===== src/rtl/vga_timing_pkg.sv =====
// Shared 640x480 VGA timing constants and lock-state encoding,
// used by both the timing generator and the sync receiver.
package vga_timing_pkg;

   localparam int H_PIXELS   = 800;
   localparam int V_LINES    = 521;
   localparam int H_PULSE    = 96;
   localparam int V_PULSE    = 2;
   localparam int H_BP       = 144;
   localparam int H_FP       = 784;
   localparam int V_BP       = 31;
   localparam int V_FP       = 511;
   localparam int LOCK_FRMS  = 2;

   localparam logic [9:0] CNT_MAX = 10'd1023;

   typedef enum logic [1:0] {
      SEARCH = 2'd0,
      VERIFY = 2'd1,
      LOCKED = 2'd2
   } lock_state_t;

   // Recovered coordinate: counter minus window origin, wrapping mod 1024
   function automatic logic [9:0] coord_of(
      input logic [9:0] cnt,
      input logic [9:0] origin
   );
      return cnt - origin;
   endfunction

endpackage


===== src/rtl/vga_sync_edge.sv =====
// Sync edge detector: optional two-flop synchronizer (VGA_SYNC_RX_INPUT_SYNC_EN)
// followed by a previous-sample register; emits fall/rise pulses.
module vga_sync_edge
   import vga_timing_pkg::*;
(
   input  logic clk,
   input  logic rst,
   input  logic sync_in,
   output logic fall,
   output logic rise
);

   logic sample;
   logic prev_q;
   logic prev_d;

`ifdef VGA_SYNC_RX_INPUT_SYNC_EN
   logic meta_q;
   logic meta_d;
   logic stab_q;
   logic stab_d;

   // Synchronizer stages, idle-high so reset never fakes an edge
   always_comb begin
      meta_d = sync_in;
      stab_d = meta_q;
   end

   // Synchronizer flops
   always_ff @(posedge clk or posedge rst) begin
      if (rst) begin
         meta_q <= 1'b1;
         stab_q <= 1'b1;
      end else begin
         meta_q <= meta_d;
         stab_q <= stab_d;
      end
   end

   assign sample = stab_q;
`else
   assign sample = sync_in;
`endif

   // Previous sample follows the (possibly synchronized) input
   always_comb begin
      prev_d = sample;
   end

   // Previous-sample register, idle-high
   always_ff @(posedge clk or posedge rst) begin
      if (rst) prev_q <= 1'b1;
      else     prev_q <= prev_d;
   end

   assign fall = prev_q & ~sample;
   assign rise = ~prev_q & sample;

endmodule


===== src/rtl/vga_sync_receiver.sv =====
// VGA sync receiver: rebuilds h/v counters from hsync/vsync, checks timing,
// locks after clean frames. Optional VGA_SYNC_RX_INPUT_SYNC_EN adds input sync.
module vga_sync_receiver
   import vga_timing_pkg::*;
#(
   parameter int HPIXELS     = H_PIXELS,
   parameter int VLINES      = V_LINES,
   parameter int HPULSE      = H_PULSE,
   parameter int VPULSE      = V_PULSE,
   parameter int HBP         = H_BP,
   parameter int HFP         = H_FP,
   parameter int VBP         = V_BP,
   parameter int VFP         = V_FP,
   parameter int LOCK_FRAMES = LOCK_FRMS
) (
   input  logic       clk,
   input  logic       rst,
   input  logic       hsync,
   input  logic       vsync,
   output logic [9:0] xCoord,
   output logic [9:0] yCoord,
   output logic       active,
   output logic       locked,
   output logic       syncErr
);

   localparam logic [9:0] LP_H_LAST  = 10'(HPIXELS - 1);
   localparam logic [9:0] LP_HR_LAST = 10'(HPULSE - 1);
   localparam logic [9:0] LP_V_LAST  = 10'(VLINES - 1);
   localparam logic [9:0] LP_VR_LAST = 10'(VPULSE - 1);
   localparam logic [9:0] LP_HBP     = 10'(HBP);
   localparam logic [9:0] LP_HFP     = 10'(HFP);
   localparam logic [9:0] LP_VBP     = 10'(VBP);
   localparam logic [9:0] LP_VFP     = 10'(VFP);
   localparam logic [2:0] LP_LOCK_N  = 3'(LOCK_FRAMES);

   logic hf, hr, vf, vr;

   logic [9:0]  hcnt_q, hcnt_d;
   logic [9:0]  vcnt_q, vcnt_d;
   lock_state_t state_q, state_d;
   logic [2:0]  good_q, good_d;
   logic        frame_err_q, frame_err_d;
   logic        hf_seen_q, hf_seen_d;
   logic        vf_seen_q, vf_seen_d;
   logic        locked_q, locked_d;
   logic        sync_err_q, sync_err_d;
   logic        err;

   vga_sync_edge u_hedge (
      .clk     (clk),
      .rst     (rst),
      .sync_in (hsync),
      .fall    (hf),
      .rise    (hr)
   );

   vga_sync_edge u_vedge (
      .clk     (clk),
      .rst     (rst),
      .sync_in (vsync),
      .fall    (vf),
      .rise    (vr)
   );

   // Counters: hcnt restarts on hsync fall, vcnt steps per line
   always_comb begin
      hcnt_d = hcnt_q;
      vcnt_d = vcnt_q;
      if (hf) hcnt_d = '0;
      else if (hcnt_q != CNT_MAX) hcnt_d = hcnt_q + 10'd1;
      if (hf) begin
         if (vf) vcnt_d = '0;
         else if (vcnt_q != CNT_MAX) vcnt_d = vcnt_q + 10'd1;
      end
   end

   // Timing checks; one OR so coincident violations pulse once
   always_comb begin
      err = 1'b0;
      if (hf && hf_seen_q && hcnt_q != LP_H_LAST) err = 1'b1;
      if (hr && hcnt_q != LP_HR_LAST) err = 1'b1;
      if (vf && !hf) err = 1'b1;
      if (vf && vf_seen_q && vcnt_q != LP_V_LAST) err = 1'b1;
      if (vr && (!hf || vcnt_q != LP_VR_LAST)) err = 1'b1;
      if (!hf && hcnt_q == CNT_MAX - 10'd1) err = 1'b1;
   end

   // Lock FSM next state; leaving LOCKED re-arms the first-edge skips
   always_comb begin
      state_d     = state_q;
      good_d      = good_q;
      frame_err_d = frame_err_q | err;
      hf_seen_d   = hf_seen_q | hf;
      vf_seen_d   = vf_seen_q | vf;
      sync_err_d  = err;
      unique case (state_q)
         SEARCH: begin
            if (vf) begin
               state_d     = VERIFY;
               good_d      = '0;
               frame_err_d = 1'b0;
            end
         end
         VERIFY: begin
            if (vf) begin
               frame_err_d = 1'b0;
               if (frame_err_q || err) begin
                  good_d = '0;
               end else if (good_q + 3'd1 >= LP_LOCK_N) begin
                  good_d  = '0;
                  state_d = LOCKED;
               end else begin
                  good_d = good_q + 3'd1;
               end
            end
         end
         LOCKED: begin
            if (sync_err_q) begin
               state_d   = SEARCH;
               hf_seen_d = 1'b0;
               vf_seen_d = 1'b0;
            end
         end
         default: state_d = SEARCH;
      endcase
      locked_d = (state_d == LOCKED);
   end

   // All receiver state
   always_ff @(posedge clk or posedge rst) begin
      if (rst) begin
         hcnt_q      <= '0;
         vcnt_q      <= '0;
         state_q     <= SEARCH;
         good_q      <= '0;
         frame_err_q <= 1'b0;
         hf_seen_q   <= 1'b0;
         vf_seen_q   <= 1'b0;
         locked_q    <= 1'b0;
         sync_err_q  <= 1'b0;
      end else begin
         hcnt_q      <= hcnt_d;
         vcnt_q      <= vcnt_d;
         state_q     <= state_d;
         good_q      <= good_d;
         frame_err_q <= frame_err_d;
         hf_seen_q   <= hf_seen_d;
         vf_seen_q   <= vf_seen_d;
         locked_q    <= locked_d;
         sync_err_q  <= sync_err_d;
      end
   end

   assign xCoord  = coord_of(hcnt_q, LP_HBP);
   assign yCoord  = coord_of(vcnt_q, LP_VBP);
   assign locked  = locked_q;
   assign syncErr = sync_err_q;
   assign active  = locked_q
                 && hcnt_q >= LP_HBP && hcnt_q < LP_HFP
                 && vcnt_q >= LP_VBP && vcnt_q < LP_VFP;

endmodule


===== config.mk =====
export PLATFORM = sky130hd
export DESIGN_NAME = vga_sync_receiver
export DESIGN_NICKNAME = d
export VERILOG_FILES = /design/src/rtl/vga_timing_pkg.sv /design/src/rtl/vga_sync_edge.sv /design/src/rtl/vga_sync_receiver.sv
export SDC_FILE = /design/constraint.sdc
export NUM_CORES = 1
export LEC_CHECK = 0
export CAP_MARGIN = 20
export CORE_UTILIZATION = 49
export DETAILED_ROUTE_END_ITERATION = 8
export PLACE_DENSITY = 0.72
export SYNTH_ARGS = -nofsm -noshare
export SYNTH_HDL_FRONTEND = slang
export SYNTH_SLANG_ARGS = --single-unit

===== constraint.sdc =====
create_clock -name clk -period 2.3 [get_ports clk]
set_input_delay 0.23 -clock clk [delete_from_list [all_inputs] [get_ports clk]]
set_output_delay 0.23 -clock clk [all_outputs]
set_load 0.01 [all_outputs]

# Word level (Yosys, flattened, before mapping)
# Index checks and enable logic that the tools add are counted.
op_classes:
  n_bitwise: 11
  n_eq_ne: 12
  n_mux: 27
  n_mul: 0
  shift: 0
  div: 0
  order_cmp: 5
  add_sub_neg: 5
  reduce_logical: 22
ops:
  columns: ["cell", "count"]
  rows:
  - ["10-bit two-way mux", 4]
  - ["10-bit != test, second input constant", 4]
  - ["10-bit by 1-bit adder with 10-bit output, second input constant", 2]
  - ["1-bit logical AND", 12]
  - ["1-bit two-way mux", 12]
  - ["3-bit two-way mux", 4]
  - ["10-bit equality test, second input constant", 1]
  - ["10-bit by 5-bit >= comparator with 1-bit output, second input constant", 1]
  - ["10-bit by 8-bit >= comparator with 1-bit output, second input constant", 1]
  - ["10-bit less-than comparator, second input constant", 1]
  - ["10-bit by 9-bit less-than comparator with 1-bit output, second input constant", 1]
  - ["2-bit two-way mux", 5]
  - ["10-bit by 1-bit != test with 1-bit output, second input constant", 1]
  - ["10-bit by 7-bit != test with 1-bit output, second input constant", 1]
  - ["10-bit by 5-bit subtractor with 10-bit output, second input constant", 1]
  - ["10-bit by 8-bit subtractor with 10-bit output, second input constant", 1]
  - ["2-bit one-hot mux with 3 select lines", 1]
  - ["3-bit one-hot mux with 2 select lines", 1]
  - ["2-bit nonzero test", 3]
  - ["1-bit AND", 4]
  - ["2-bit equality test, second input constant", 2]
  - ["2-bit != test, second input constant", 2]
  - ["1-bit NOT", 4]
  - ["3-bit by 1-bit adder with 3-bit output, second input constant", 1]
  - ["other kinds (9)", 12]
word_totals:
  rom_bits: 0
  latch_bits: 0
  memories: 0
  out_inout_bits: 23
  ff_bits: 32
  mem_bits_rw: 0

# Logic depth before layout (Yosys ltp)
# Gate-level depths: netlist of run 1.
depth:
  ltp_word: 15
  ltp_mapped: 7
  depth_no_buf: 7

# By module
# A second synthesis of run 1 with hierarchy kept.
unflattened:
  hier_cells: 236
  hier_area_um2: 2168.3
modules_own_cells:
  columns: ["mod", "cells_per_inst", "instances", "area_per_inst_um2", "seq_area_each_um2"]
  rows:
  - ["vga_sync_receiver", 228, 1, 2078.2, 750.7]
  - ["vga_sync_edge", 4, 2, 45.0, 26.3]

# Worst setup path before layout of run 1
# OpenSTA, ideal clock, no wires.
synth_timing:
  path_type: "register to register"
  startpoint: "reg vcnt_q[6]"
  endpoint: "reg state_q[0]"
  stages_incl_launch_ff: 7
  setup_slack_ns: -0.176
  t_arrival_ns: 2.353
  t_required_ns: 2.177
  period_less_slack_ns: 2.476
  path_cell_list: "dfrtp_1 buf_6 or4_4 or4_1 a32o_2 a2111o_1 o221a_1"
synth_via:
  elab_chain_len: 9
  elab_cells_between_ends: 12
  classes_between: "eq/ne: 2; mux: 6; reduce/logical: 4"
synth_rtl:
  columns: ["item", "line", "text"]
  rows:
  - ["start, declared", "vga_sync_receiver.sv:40", "logic [9:0] vcnt_q, vcnt_d;"]
  - ["start signal, assigned", "vga_sync_receiver.sv:144", "vcnt_q <= vcnt_d;"]
  - ["10-bit != test or 10-bit by 1-bit != test with 1-bit output (tied branches)", "vga_sync_receiver.sv:84, vga_sync_receiver.sv:85", null]
  - ["1-bit logical AND or 1-bit logical OR (tied branches)", "vga_sync_receiver.sv:84, vga_sync_receiver.sv:85", null]
  - ["1-bit two-way mux or 1-bit logical AND (tied branches)", "vga_sync_receiver.sv:84, vga_sync_receiver.sv:85", null]
  - ["1-bit two-way mux *", "vga_sync_receiver.sv:85", "if (vr && (!hf || vcnt_q != LP_VR_LAST)) err = 1'b1;"]
  - ["1-bit two-way mux *", "vga_sync_receiver.sv:86", "if (!hf && hcnt_q == CNT_MAX - 10'd1) err = 1'b1;"]
  - ["1-bit logical OR *", "vga_sync_receiver.sv:108", "if (frame_err_q || err) begin"]
  - ["2-bit two-way mux *", "vga_sync_receiver.sv:108", null]
  - ["2-bit two-way mux *", "vga_sync_receiver.sv:106", "if (vf) begin"]
  - ["2-bit one-hot mux with 3 select lines *", "vga_sync_receiver.sv:97", "unique case (state_q)"]
  - ["named net state_d[0]", "vga_sync_receiver.sv:41", "lock_state_t state_q, state_d;"]
  - ["end signal, assigned", "vga_sync_receiver.sv:145", "state_q <= state_d;"]
  - ["end, declared", "vga_sync_receiver.sv:41", null]
# The timed path passes the listed nets; every way through them passes the cells marked *.
# A chain may end at the register's enable or synchronous reset.

# Final worst setup path of run 1
layout_timing:
  startpoint: "reg vcnt_q[5]"
  endpoint: "reg state_q[0]"
# Same word-level chain as after synthesis.

==> results of run 1 <==
==> Yosys cell counts (5+ instances only) <==
cell,number
nand3_1,9
nand2b_1,5
o21ai_0,16
a21oi_1,12
nor2_1,14
clkbuf_1,9
dfrtp_1,30
xnor2_1,10
xor2_1,5
nand2_1,26
inv_1,17
ha_1,11
nor3_1,9
==> cell type report <==
| cell class | instances | area (um2) |
|---|---|---|
| Fill cell | 323 | 1260 |
| Timing Repair Buffer | 49 | 435 |
| Multi-Input combinational cell | 165 | 1070 |
| Clock buffer | 8 | 100 |
| Tap cell | 48 | 60.1 |
| Inverter | 17 | 63.8 |
| Sequential cell | 32 | 807 |
==> cells in the final DEF (no fill, tap or decap), types with 3 or more instances in the layout <==
cell type	n
o31ai_1	3
o41ai_1	3
a21oi_1	12
xnor2_1	10
clkdlybuf4s50_1	22
dfrtp_2	3
nor3_1	8
buf_4	23
nand2_1	26
clkbuf_8	7
nor2b_1	3
xor2_1	5
o21ai_0	16
inv_1	17
nand4_1	4
nand2b_1	5
dfrtp_1	27
nand3_1	9
a31oi_1	3
ha_1	11
nor2_1	14
==> critical path, stage by stage (launching register included) <==
cell and delay, ps:
dfrtp_1 380, or4_4 550, or4_4 420, a32o_2 260, a2111o_1 350, o221a_1 220
==> power by group <==
group          total [uW]  internal [uW]  leakage [uW]  switching [uW]
Clock                 472            273     0.0000515             199
Combinational         463            239      0.000601             224
Sequential            684            621      0.000404            63.2
==> state kept, by name, indices dropped and copies added, names as in the netlist <==
signal and count:
frame_err_q 1, u_hedge.prev_q 1, vf_seen_q 1, locked 1
syncErr 1, vcnt_q 10, hf_seen_q 1, hcnt_q 10
state_q 2, good_q 3, u_vedge.prev_q 1
==> metal layers <==
| metal | track usage [%] | wire (um) |
|---|---|---|
| met1 | 31.0 | 2100 |
| met4 | 7.18 | 57 |
| met2 | 36.5 | 2070 |
| met5 | 0 | 0 |
| met3 | 4.66 | 143 |
==> stage by stage <==
| stage | worst slack (ps) | total power, uW | hold WS (ps) | cell area [um2] |
|---|---|---|---|---|
| CTS | -37.9 | 1630 | 341 | 2520 |
| floorplan | 6.41 | 948 | 234 | 2010 |
| detailed placement | -42.1 | 1140 | 485 | 2410 |
| global route | -50.2 | 1710 | 401 | 2540 |
| finish | 10.7 | 1620 | 333 | 2540 |
| global placement | -26.3 | 1140 | 479 | 2410 |
==> repair_timing <==
action / CTS / global route
pin swaps: 2 / 1
gates resized for setup: 5 / 7
buffers inserted: 1 / 0
setup endpoints to repair: 5 / 8
==> logic make-up after synthesis <==
logic type | Yosys count | synth area share (%)
compound gates | 54 | 17.7
xor+xnor | 15 | 6.53
fa+ha+maj | 11 | 6.84
buf+inv | 34 | 7.64
flops | 32 | 39.9
mux | 1 | 0.497
simple gates | 84 | 20.9
==> how the worst min path moves through the flow <==
| stage | from | cells after the start | slack [ps] | endpoint |
|---|---|---|---|---|
| 2_1_floorplan | hsync | 0 | 230 | u_hedge.prev_q$_DFF_PP1_ |
| 3_3_place_gp | vf_seen_q$_DFF_PP0_ | 1 | 480 | vf_seen_q$_DFF_PP0_ |
| 3_5_place_dp | vf_seen_q$_DFF_PP0_ | 1 | 490 | vf_seen_q$_DFF_PP0_ |
| 4_1_cts | rst | 3 | 340 | syncErr$_DFF_PP0_ |
| 5_1_grt | rst | 3 | 400 | hcnt_q[6]$_DFFE_PP0P_ |
| 6_report | rst | 3 | 330 | vcnt_q[1]$_DFFE_PP0P_ |
==> out/summary.txt, run 1 <==
Hold Buf Count CTS: 0
# IOs: 27
Final min period: 2290 ps
WS Path Type: flop to flop
# Max-Cap Violations: 0
first-pass GRT wire length: 7.41 mm
Worst R2R End: state_q[0]$_DFF_PP0_
Syn Area/Cell: 8.72 um2
Synth-to-Final Area Change: 26.2%
Worst-path clk slew: 70 ps
Primary FF master, synth: dfrtp_1
TritonCTS buffer count: 5
share of the synthesized area in the top cell type: 37.3%
Final ANT Viol Nets: 0
status: finished clean
maximum root-to-sink buffer count: 2
worst path required time: 2470 ps
Post-Route WL: 4.37 mm
sequential fraction of the synthesis area: 39.9%
placed insts: 310
setup TNS: 0 ps
worst IR drop on VDD: 0.000428 V
gr usage total: 22.8%
Leak: 0.00106 uW
drc violations: 0
vias per cell: 5.44
Die X: 66.1 um
largest net degree at the start of global routing: 33
RSZ-0062 raised after global routing: true
WL/cell: 13.7 um
PortBufs: 26
H-tree Lvls: 2
core footprint: 3800 um2
Die ar.: 4370 um2
gpl congestion: 0.829
crit path capture: state_q[0]$_DFF_PP0_
share of cells above drive strength 1: 15.5%
YS warnings: 0
Final Util: 66.9%
DRT iter0 DRCs: 89
worst rel slew slack: 64.8%
CP arrival: 2460 ps
die height: 66.1 um
vias in the first global route: 1,627
power per cell area: 637 nW/um2
Final #Nets: 285
TritonCTS clock tree: yes
Final Hold Fails: 0
Unique masters post-synth: 44
grt ovf: 0
Post-Layout Cell Count: 319
Synth area leader: dfrtp_1
number of synthesized flops with an enable pin: 0
Crit. Startpoint: vcnt_q[5]$_DFFE_PP0P_
Final period util: 99.5%
max frequency: 437 MHz
HP Class: input pin to asynchronous set/reset pin
Post-Syn Nets: 246
crit path max fanout: 4
Reg2Reg Setup Slack: 10 ps
setup violators final: 0
R2R depth: 5
Clock Sinks: 32
DR pass1 iterations: 4
#FFs+latches synth: 32
critical path launch point type: flop
Worst Skew: 6.01 ps
Slew Viols, Final: 0
Initial Util: 53.0%
routed vias: 1,735
post-DP HPWL: 3.19 mm
Worst Setup End Kind: flop
Worst Max-Slew Pin Slew: 524 ps
Mapped Area: 2010 um2
Post-Syn Instances: 231
initial antenna violation count: 0
synth top area cells: dfrtp_1, ha_1, nand2_1
worst r2r src: vcnt_q[5]$_DFFE_PP0P_
Clk Tree Root Cell: clkbuf_8
Synth async-reset ratio: 100%
clk_lat worst skew: 280 ps
site row count: 22
# diodes: 0
No activity file was read; power rests on OpenSTA's default activity.
==> inputs of run 2 (changes only) <==
--- a/config.mk
+++ b/config.mk
@@ -7,8 +7,10 @@
 export LEC_CHECK = 0
 export CAP_MARGIN = 20
 export CORE_UTILIZATION = 49
+export CTS_CLUSTER_DIAMETER = 50
 export DETAILED_ROUTE_END_ITERATION = 8
 export PLACE_DENSITY = 0.72
+export SLEW_MARGIN = 20
 export SYNTH_ARGS = -nofsm -noshare
 export SYNTH_HDL_FRONTEND = slang
 export SYNTH_SLANG_ARGS = --single-unit
==> results of run 2 <==
Final layout, timing and power as in run 1 (identical DEF).
==> inputs of run 3 (changes only) <==
--- a/config.mk
+++ b/config.mk
@@ -5,7 +5,7 @@
 export SDC_FILE = /design/constraint.sdc
 export NUM_CORES = 1
 export LEC_CHECK = 0
-export CAP_MARGIN = 20
+export CAP_MARGIN = 30
 export CORE_UTILIZATION = 49
 export CTS_CLUSTER_DIAMETER = 50
 export DETAILED_ROUTE_END_ITERATION = 8
==> results of run 3 <==
Final layout, timing and power as in run 1 (identical DEF).
